[src/rtl/io_tx_controller.sv]
// Streams a stored image out of image SRAM in raster order as a valid/ready byte stream.
// Optional end-of-row flag output dout_eol is enabled by defining IO_TX_EOL_EN.
module io_tx_controller #(
  parameter int unsigned RD_LAT     = 1,
  parameter int unsigned FIFO_DEPTH = 4
) (
  input  logic       clk,
  input  logic       rstn,
  input  logic       start,
  input  logic [7:0] nrows,
  input  logic [7:0] ncols,
  output logic       busy,
  output logic [7:0] sram_row,
  output logic [7:0] sram_col,
  output logic       sram_sense_en,
  output logic       sram_write_en,
  input  logic [7:0] sram_dout,
  output logic [7:0] dout,
  output logic       dout_valid,
  input  logic       dout_ready,
`ifdef IO_TX_EOL_EN
  output logic       dout_eol,
`endif
  output logic       dout_last
);

  localparam int unsigned PtrW = $clog2(FIFO_DEPTH);
  localparam int unsigned CntW = PtrW + 1;
`ifdef IO_TX_EOL_EN
  localparam int unsigned TagW = 3;  // {valid, last, eol}
`else
  localparam int unsigned TagW = 2;  // {valid, last}
`endif
  localparam int unsigned EntW = 8 + TagW - 1;

  typedef enum logic [1:0] {StIdle, StIssue, StDrain} state_e;

  state_e              state_q, state_d;
  logic [8:0]          nrows_q, nrows_d, ncols_q, ncols_d;
  logic [8:0]          row_q, row_d, col_q, col_d;
  logic [TagW-1:0]     tag_q [RD_LAT];
  logic [TagW-1:0]     tag_d [RD_LAT];
  logic [TagW-1:0]     tag_new;
  logic [EntW-1:0]     mem_q [FIFO_DEPTH];
  logic [PtrW-1:0]     wr_ptr_q, rd_ptr_q;
  logic [CntW-1:0]     count_q, count_d, inflight_q, inflight_d;

  logic                issue, load, is_last, credit_ok;
  logic                in_valid, fifo_empty, push, pop, accept, head_last;
  logic [TagW-1:0]     arrive;
  logic [EntW-1:0]     in_payload, head;

  assign is_last   = (row_q == nrows_q) && (col_q == ncols_q);
  assign credit_ok = ({1'b0, count_q} + {1'b0, inflight_q}) < (CntW + 1)'(FIFO_DEPTH);

`ifdef IO_TX_EOL_EN
  logic is_eol;
  assign is_eol  = (col_q == ncols_q);
  assign tag_new = {issue, issue & is_last, issue & is_eol};
`else
  assign tag_new = {issue, issue & is_last};
`endif

  // Tag pipe delays {valid, flags} by RD_LAT so each tag lines up with its returning data.
  always_comb begin
    tag_d[0] = tag_new;
    for (int i = 1; i < int'(RD_LAT); i++) begin
      tag_d[i] = tag_q[i-1];
    end
  end

  assign arrive     = tag_q[RD_LAT-1];
  assign in_valid   = arrive[TagW-1];
  assign in_payload = {sram_dout, arrive[TagW-2:0]};

  // An empty FIFO passes returning data straight to the output; it is only stored if not taken.
  assign fifo_empty = (count_q == '0);
  assign head       = fifo_empty ? in_payload : mem_q[rd_ptr_q];
  assign dout_valid = !fifo_empty || in_valid;
  assign accept     = dout_valid && dout_ready;
  assign push       = in_valid && !(fifo_empty && dout_ready);
  assign pop        = !fifo_empty && dout_ready;
  assign head_last  = head[TagW-2];

  assign count_d    = count_q + CntW'(push) - CntW'(pop);
  assign inflight_d = inflight_q + CntW'(issue) - CntW'(in_valid);

  always_comb begin
    state_d = state_q;
    issue   = 1'b0;
    load    = 1'b0;
    unique case (state_q)
      StIdle: begin
        if (start) begin
          load    = 1'b1;
          state_d = StIssue;
        end
      end
      StIssue: begin
        if (credit_ok) begin
          issue = 1'b1;
          if (is_last) state_d = StDrain;
        end
      end
      StDrain: begin
        if (accept && head_last) state_d = StIdle;
      end
      default: state_d = StIdle;
    endcase
  end

  always_comb begin
    nrows_d = nrows_q;
    ncols_d = ncols_q;
    row_d   = row_q;
    col_d   = col_q;
    if (load) begin
      nrows_d = {1'b0, nrows};
      ncols_d = {1'b0, ncols};
      row_d   = '0;
      col_d   = '0;
    end else if (issue) begin
      if (col_q == ncols_q) begin
        col_d = '0;
        row_d = row_q + 9'd1;
      end else begin
        col_d = col_q + 9'd1;
      end
    end
  end

  always_ff @(posedge clk or negedge rstn) begin
    if (!rstn) begin
      state_q    <= StIdle;
      nrows_q    <= '0;
      ncols_q    <= '0;
      row_q      <= '0;
      col_q      <= '0;
      wr_ptr_q   <= '0;
      rd_ptr_q   <= '0;
      count_q    <= '0;
      inflight_q <= '0;
      for (int i = 0; i < int'(RD_LAT); i++) tag_q[i] <= '0;
    end else begin
      state_q    <= state_d;
      nrows_q    <= nrows_d;
      ncols_q    <= ncols_d;
      row_q      <= row_d;
      col_q      <= col_d;
      count_q    <= count_d;
      inflight_q <= inflight_d;
      for (int i = 0; i < int'(RD_LAT); i++) tag_q[i] <= tag_d[i];
      if (push) wr_ptr_q <= wr_ptr_q + PtrW'(1);
      if (pop)  rd_ptr_q <= rd_ptr_q + PtrW'(1);
    end
  end

  always_ff @(posedge clk) begin
    if (push) mem_q[wr_ptr_q] <= in_payload;
  end

  // Credit accounting guarantees returning data always finds room.
  push_never_full: assert property (@(posedge clk) disable iff (!rstn)
    !(push && (count_q == CntW'(FIFO_DEPTH))));

  assign busy          = (state_q != StIdle);
  assign sram_row      = row_q[7:0];
  assign sram_col      = col_q[7:0];
  assign sram_sense_en = issue;
  assign sram_write_en = 1'b0;
  assign dout          = dout_valid ? head[EntW-1:TagW-1] : 8'h00;
  assign dout_last     = dout_valid & head_last;
`ifdef IO_TX_EOL_EN
  assign dout_eol      = dout_valid & head[0];
`endif

endmodule

[config.mk]
export PLATFORM = sky130hd
export DESIGN_NAME = io_tx_controller
export DESIGN_NICKNAME = d
export VERILOG_FILES = /design/src/rtl/io_tx_controller.sv
export SDC_FILE = /design/constraint.sdc
export NUM_CORES = 1
export LEC_CHECK = 0
export CAP_MARGIN = 20
export CELL_PAD_IN_SITES_DETAIL_PLACEMENT = 1
export CELL_PAD_IN_SITES_GLOBAL_PLACEMENT = 2
export CORE_ASPECT_RATIO = 1.5
export CORE_MARGIN = 1
export CORE_UTILIZATION = 39
export CTS_CLUSTER_SIZE = 20
export DETAILED_ROUTE_END_ITERATION = 12
export PLACE_DENSITY_LB_ADDON = 0.08
export REMOVE_ABC_BUFFERS = 1
export SYNTH_ARGS = -nofsm -noshare
export SYNTH_HDL_FRONTEND = slang
export SYNTH_SLANG_ARGS = --single-unit
[constraint.sdc]
create_clock -name clk -period 3.4 [get_ports clk]
set_input_delay 0.68 -clock clk [delete_from_list [all_inputs] [get_ports clk]]
set_output_delay 0.68 -clock clk [all_outputs]
set_load 0.02 [all_outputs]
### Yosys cells after proc, flatten, opt, wreduce, memory -nomap -nowiden

Memory sizes are Yosys's and may differ from the RTL's.
Index checks and enable logic that the tools add are counted.

| word-level totals | value |
|---|---|
| bits in writable memories | 36 |
| memories kept | 1 |
| register bits after elaboration | 48 |
| output and inout port bits | 29 |
| word-level logic and storage cells | 66 |

Memories:

| memory | words | width | rd ports | clocked after Yosys merged registers in | wr ports | RTL line | source |
|---|---|---|---|---|---|---|---|
| mem_q | 4 | 9 | 1 | 0 | 1 | 44 | `logic [EntW-1:0] mem_q [FIFO_DEPTH];` |

| operators by class | value |
|---|---|
| reduce and logical (&&, ||, !) cells | 16 |
| bitwise operators | 2 |
| $add $sub $neg | 9 |
| $lt $le $gt $ge | 1 |
| mux-type cells | 19 |
| equality and inequality tests | 8 |

Operators by type and width:

| operator | number |
|---|---|
| $mux W9 | 7 |
| $add A9 B1 Y9 const B | 2 |
| $eq A9 B8 Y1 | 2 |
| $mux W2 | 4 |
| $mux W8 | 1 |
| $ne A2 B2 Y1 const B | 4 |
| $add A3 B1 Y3 | 2 |
| $logic_and A1 B1 Y1 | 6 |
| $mux W1 | 6 |
| $pmux W2 S3 | 1 |
| $reduce_bool A2 Y1 | 3 |
| $sub A3 B1 Y3 | 2 |
| $add A2 B1 Y2 const B | 2 |
| $add A3 B3 Y4 | 1 |
| $lt A4 B3 Y1 const B | 1 |
| $reduce_and A4 Y1 | 1 |
| $logic_not A3 Y1 | 1 |
| $and A1 B1 Y1 | 2 |
| $eq A2 B1 Y1 const B | 1 |
| $eq A2 B2 Y1 const B | 1 |
| $logic_not A1 Y1 | 2 |
| $logic_not A2 Y1 | 1 |
| $reduce_and A2 Y1 | 1 |
| $logic_or A1 B1 Y1 | 1 |

### Longest topological paths before layout

| logic depth | value |
|---|---|
| depth after elaboration | 7 |
| mapped depth | 10 |
| mapped depth without buffers | 9 |

### Worst setup path before layout

Ideal clock, no wire load.

| timing path | value |
|---|---|
| kind | reg-to-reg |
| start point | register count_q[1] |
| end point | register inflight_q[1] |
| clock period less this slack | 2.375 ns |
| data arrival time | 2.239 ns |
| cell stages (with the launch flop) | 7 |
| path slack | 1.025 ns |
| path buffers | 0 |
| required time | 3.265 ns |
| cell sequence | dfrtp_1 -> ha_1 -> and3_1 -> nor4_1 -> nor3b_2 -> ha_1 -> fa_1 |

| between the ends | value |
|---|---|
| word-level cells in the longest chain between the ends | 6 |

RTL lines:

| what | RTL line | source |
|---|---|---|
| start, declared | 46 | `logic [CntW-1:0] count_q, count_d, inflight_q, inflight_d;` |
| start signal, assigned | 150 | `count_q <= count_d;` |
| $add A3 B3 Y4 | 54 | `assign credit_ok = ({1'b0, count_q} + {1'b0, inflight_q}) < (CntW + 1)'(FIFO_DEPTH);` |
| $lt A4 B3 Y1 | 54 |  |
| $mux W1 | 100 | `if (credit_ok) begin` |
| $mux W1 | 92 | `unique case (state_q)` |
| via sram_sense_en | 15 | `output logic sram_sense_en,` |
| $add A3 B1 Y3 | 86 | `assign inflight_d = inflight_q + CntW'(issue) - CntW'(in_valid);` |
| $sub A3 B1 Y3 | 86 |  |
| via inflight_d[1] | 46 |  |
| end signal, assigned | 151 | `inflight_q <= inflight_d;` |
| end, declared | 46 |  |

The timed path passes the listed nets, and every way through them passes these cells.
A chain may end at the register's enable or synchronous reset.

### Final worst setup path

| timing path | value |
|---|---|
| start point | register count_q[1] |
| end point | output sram_sense_en |

| between the ends | value |
|---|---|
| word-level cells in the longest chain between the ends | 4 |

RTL lines:

| what | RTL line |
|---|---|
| $add A3 B3 Y4 | 54 |
| $lt A4 B3 Y1 | 54 |
| $mux W1 | 100 |
| $mux W1 | 92 |
| end, declared | 15 |

No other way between the ends.

==> parameters.txt <==
Parameter                              Value

Status
  Outcome ... finished clean

Worst setup path
  Critical-path top delay cell ... sky130_fd_sc_hd__clkdlybuf4s50_1
  Max FO, Critical Path ... 3
  Cells along the critical path ... ha_1, and3_1, nor4_1, nor3b_2, clkdlybuf4s50_1
  Setup crit start kind ... flop
  Max stage delay on crit path ... 0.68 ns
  Endpoint type of the worst setup path ... primary output
  Arr. time, crit path ... 2.47 ns
  Worst setup path category ... flop to primary output
  Required time of the critical path ... 2.72 ns

Global routing
  Met2 usage in global routing ... 32.4%
  Grt met1 use ... 21.0%
  Largest net degree at the start of global routing ... 27
  Busiest layer in global routing ... met2
  Number of antenna violations at the first check in global routing ... 0
  Wire length of the first global-routing pass ... 14900 µm
  Overflow after GRT ... 0
  Number of global-route vias before repair ... 2988
  Total global-route track usage ... 18.1%
  Met3 track demand over resource in global routing ... 4.07%

Floorplan
  Floorplan die height ... 127 µm
  Count of standard-cell rows ... 45
  Floorplan die area ... 10800 µm²
  # IOs ... 57
  Die X-Extent ... 85.3 µm
  Core box area ... 10100 µm²
  Effective utilization at floorplan ... 40.1%

Route
  Residual DRC count ... 0
  Antenna-violating nets left ... 0
  Final wirelength ... 8630 µm
  Iter 0 DRT Violations ... 74
  Total vias in the final route ... 2709
  Post-detailed-route via-to-cell ratio ... 5.25
  Post-DR wirelength/cell ... 16.7 µm
  Drt pass-1 iters ... 4

Layout
  Final net count ... 436
  ANT cells ... 0
  Area occupied by registers ... 2280 µm²
  Synthesis-to-layout area growth ... 20.6%
  Multi-input gate area in the final layout ... 1530 µm²
  Share of final-layout standard cells stronger than drive strength 1 ... 9.77%
  Number of fill cells ... 1077

Synth
  Synthesized instance count ... 353
  Count of different cell masters after synthesis ... 44
  Syn Std Cell Area ... 4060 µm²
  Sequential area share after synthesis ... 56.2%
  Synthesis warning total ... 0
  Mean instance size in the synthesized netlist ... 11.5 µm²
  Async SR Flop Fraction ... 57.1%
  EDFF count, synth ... 36
  Top FF cell, synth ... sky130_fd_sc_hd__dfrtp_1
  Flip-flop and latch count after synthesis ... 84

STA
  Slew Limit Headroom ... 41.5%
  Final-report hold violation count ... 0
  Pin slew with the least headroom to its limit ... 0.878 ns
  Worst path setup slack after routing ... 0.250 ns
  Final count of negative-setup-slack endpoints ... 0
  Setup_tns ... 0 ns
  Setup repair after global routing missed its margin ... no
  Total count of max-transition violations in the final report ... 0
  Maximum achievable frequency ... 318 MHz
  Final cycle utilization of the critical path ... 92.6%
  Shortest clock period the worst path allows after layout ... 3.15 ns
  Final setup skew ... 0.00429 ns

Clocking
  Clock latency on the worst-skew pair ... 0.34 ns
  Worst-path clk slew ... 0.06 ns
  H-tree Lvls ... 3
  Cts hold-fix bufs ... 0
  Clock buffers created by TritonCTS ... 9
  CTS tree ... yes
  Post CTS Setup Buffer Count ... 0
  Master cell of the clock root buffer ... sky130_fd_sc_hd__clkbuf_16
  Post-CTS sizing ... 0
  Sinks on the clock net ... 84
  Max Root-Sink Buffers ... 2

Power
  Areal power density over the cells ... 813 nW/µm²
  Peak supply drop ... 0.000358 V
  Pleak ... 1.96 nW

Min path
  Path class of the lowest-slack min-delay path ... input pin to asynchronous set/reset pin

Job
  Reported max-cap violation count ... 0

Placement
  Post-placement worst setup slack ... 0.586 ns
  Final GP Congestion ... 0.702
  Count of input and output buffers ... 55
  Dpl hpwl ... 6140 µm
path summary, 6_finish.rpt:
kind / to / slack, ns / depth (start not counted) / from
max in group asynchronous: col_q[0] / 2.49 / 2 / rstn
setup / recovery: sram_sense_en / 0.25 / 5 / count_q[1]
setup reg to reg: count_q[2] / 0.76 / 8 / count_q[0]
hold reg to reg: nrows_q[1] / 0.49 / 2 / nrows_q[1]
hold / removal: rd_ptr_q[0] / 0.31 / 1 / rstn
min in group clk: nrows_q[1] / 0.49 / 2 / nrows_q[1]
state kept, by name (all words and copies together), names as in the netlist:
| signal | cells |
|---|---|
| count_q | 3 |
| ncols_q | 8 |
| state_q | 2 |
| col_q | 9 |
| arrive | 2 |
| rd_ptr_q | 2 |
| inflight_q | 3 |
| mem_q | 36 |
| nrows_q | 8 |
| wr_ptr_q | 2 |
| row_q | 9 |
power by group:
group	leakage [nW]	internal [W]	total (W)	switching (W)
clock network	0.134	0.000506	0.000934	0.000428
registers	0.914	0.00127	0.00147	0.000198
logic	0.916	0.000742	0.00158	0.000836
total	1.96	0.00252	0.00398	0.00146
stage by stage:
step,util (%),instance area (µm²),power (W),hold WS [ns],cells
after floorplan,-,3870,0.00242,0.384,321
after global placement,45.5,4610,0.00306,0.478,500
after detailed placement,45.5,4610,0.00311,0.482,500
after CTS,48.3,4900,0.00406,0.314,516
after global routing,48.3,4900,0.00427,0.340,516
final,48.3,4900,0.00398,0.310,516
kinds of logic (layout without fill, tap and decap cells):
logic type,after synthesis,after routing,share of synthesized area [%]
AND/OR/NAND/NOR,129,129,15.1
adder cells (fa/ha/maj),14,14,4.68
flip-flops,84,84,56.2
buffers and inverters,46,92,6.10
AO/OA/AOI/OAI,42,42,6.68
other,1,1,0.0923
XOR/XNOR,25,25,5.39
multiplexers,12,12,5.76
cell type report:
type                    count  area share [%]
flip-flops and latches     84            46.6
repair buffers             62            12.2
inverters                  14            1.07
well taps                 117            2.99
multi-input cells         223            31.3
clock buffers               9            4.60
clock inverters             7            1.25
cells in the mapped netlist (all sizes together), types with 2 or more instances:
cell	instances	area, µm²
nand4	4	25.0
fa	2	40.0
and3	5	32.5
nor2	8	30.0
or4	6	45.0
xor2	7	61.3
nand2	79	297
mux2i	2	20.0
clkbuf	9	33.8
buf	23	161
edfxtp	36	1080
nand3	7	35.0
dfrtp	48	1200
ha	12	150
xnor2	18	158
inv	14	52.6
o31ai	8	60.1
o41ai	2	17.5
or2	2	12.5
and2	7	43.8
o21ai	13	65.1
mux4	9	203
nor4	3	25.0
a21oi	9	45.0
a22oi	3	22.5
a32o	2	20.0
or4b	3	30.0
layer usage:
metal / wire [µm] / vias up
met4: 145 / 0
met3: 246 / 12
li1: - / 1301
met1: 3700 / 1351
met2: 4540 / 45
met5: 0 / -
worst max-delay path: cells and delay by family, from the launching register on:
family	cells	cell delay, ns
adders and majority gates	1	0.29
buffers and inverters	1	0.68
DFF	1	0.39
and+or+nand+nor	3	0.78
cells in the final DEF (no fill, tap or decap), types with 3 or more instances in the layout:
cell / synthesis / layout
sky130_fd_sc_hd__a21oi_1: 9 / 9
sky130_fd_sc_hd__ha_1: 12 / 12
sky130_fd_sc_hd__nand4_1: 4 / 4
sky130_fd_sc_hd__clkdlybuf4s50_1: 0 / 54
sky130_fd_sc_hd__o31ai_1: 8 / 8
sky130_fd_sc_hd__edfxtp_1: 36 / 36
sky130_fd_sc_hd__or4_1: 6 / 6
sky130_fd_sc_hd__nor2_1: 8 / 8
sky130_fd_sc_hd__xnor2_1: 18 / 18
sky130_fd_sc_hd__dfrtp_1: 48 / 48
sky130_fd_sc_hd__and2_1: 7 / 7
sky130_fd_sc_hd__buf_4: 17 / 7
sky130_fd_sc_hd__o21ai_0: 13 / 13
sky130_fd_sc_hd__and3_1: 4 / 4
sky130_fd_sc_hd__nand2_1: 79 / 79
sky130_fd_sc_hd__nand3_1: 7 / 7
sky130_fd_sc_hd__mux4_2: 9 / 9
sky130_fd_sc_hd__clkinv_4: 0 / 3
sky130_fd_sc_hd__a22oi_1: 3 / 3
sky130_fd_sc_hd__clkbuf_16: 0 / 9
sky130_fd_sc_hd__or4b_1: 3 / 3
sky130_fd_sc_hd__inv_1: 14 / 14
sky130_fd_sc_hd__xor2_1: 7 / 7
No activity file was read; power rests on OpenSTA's default activity.
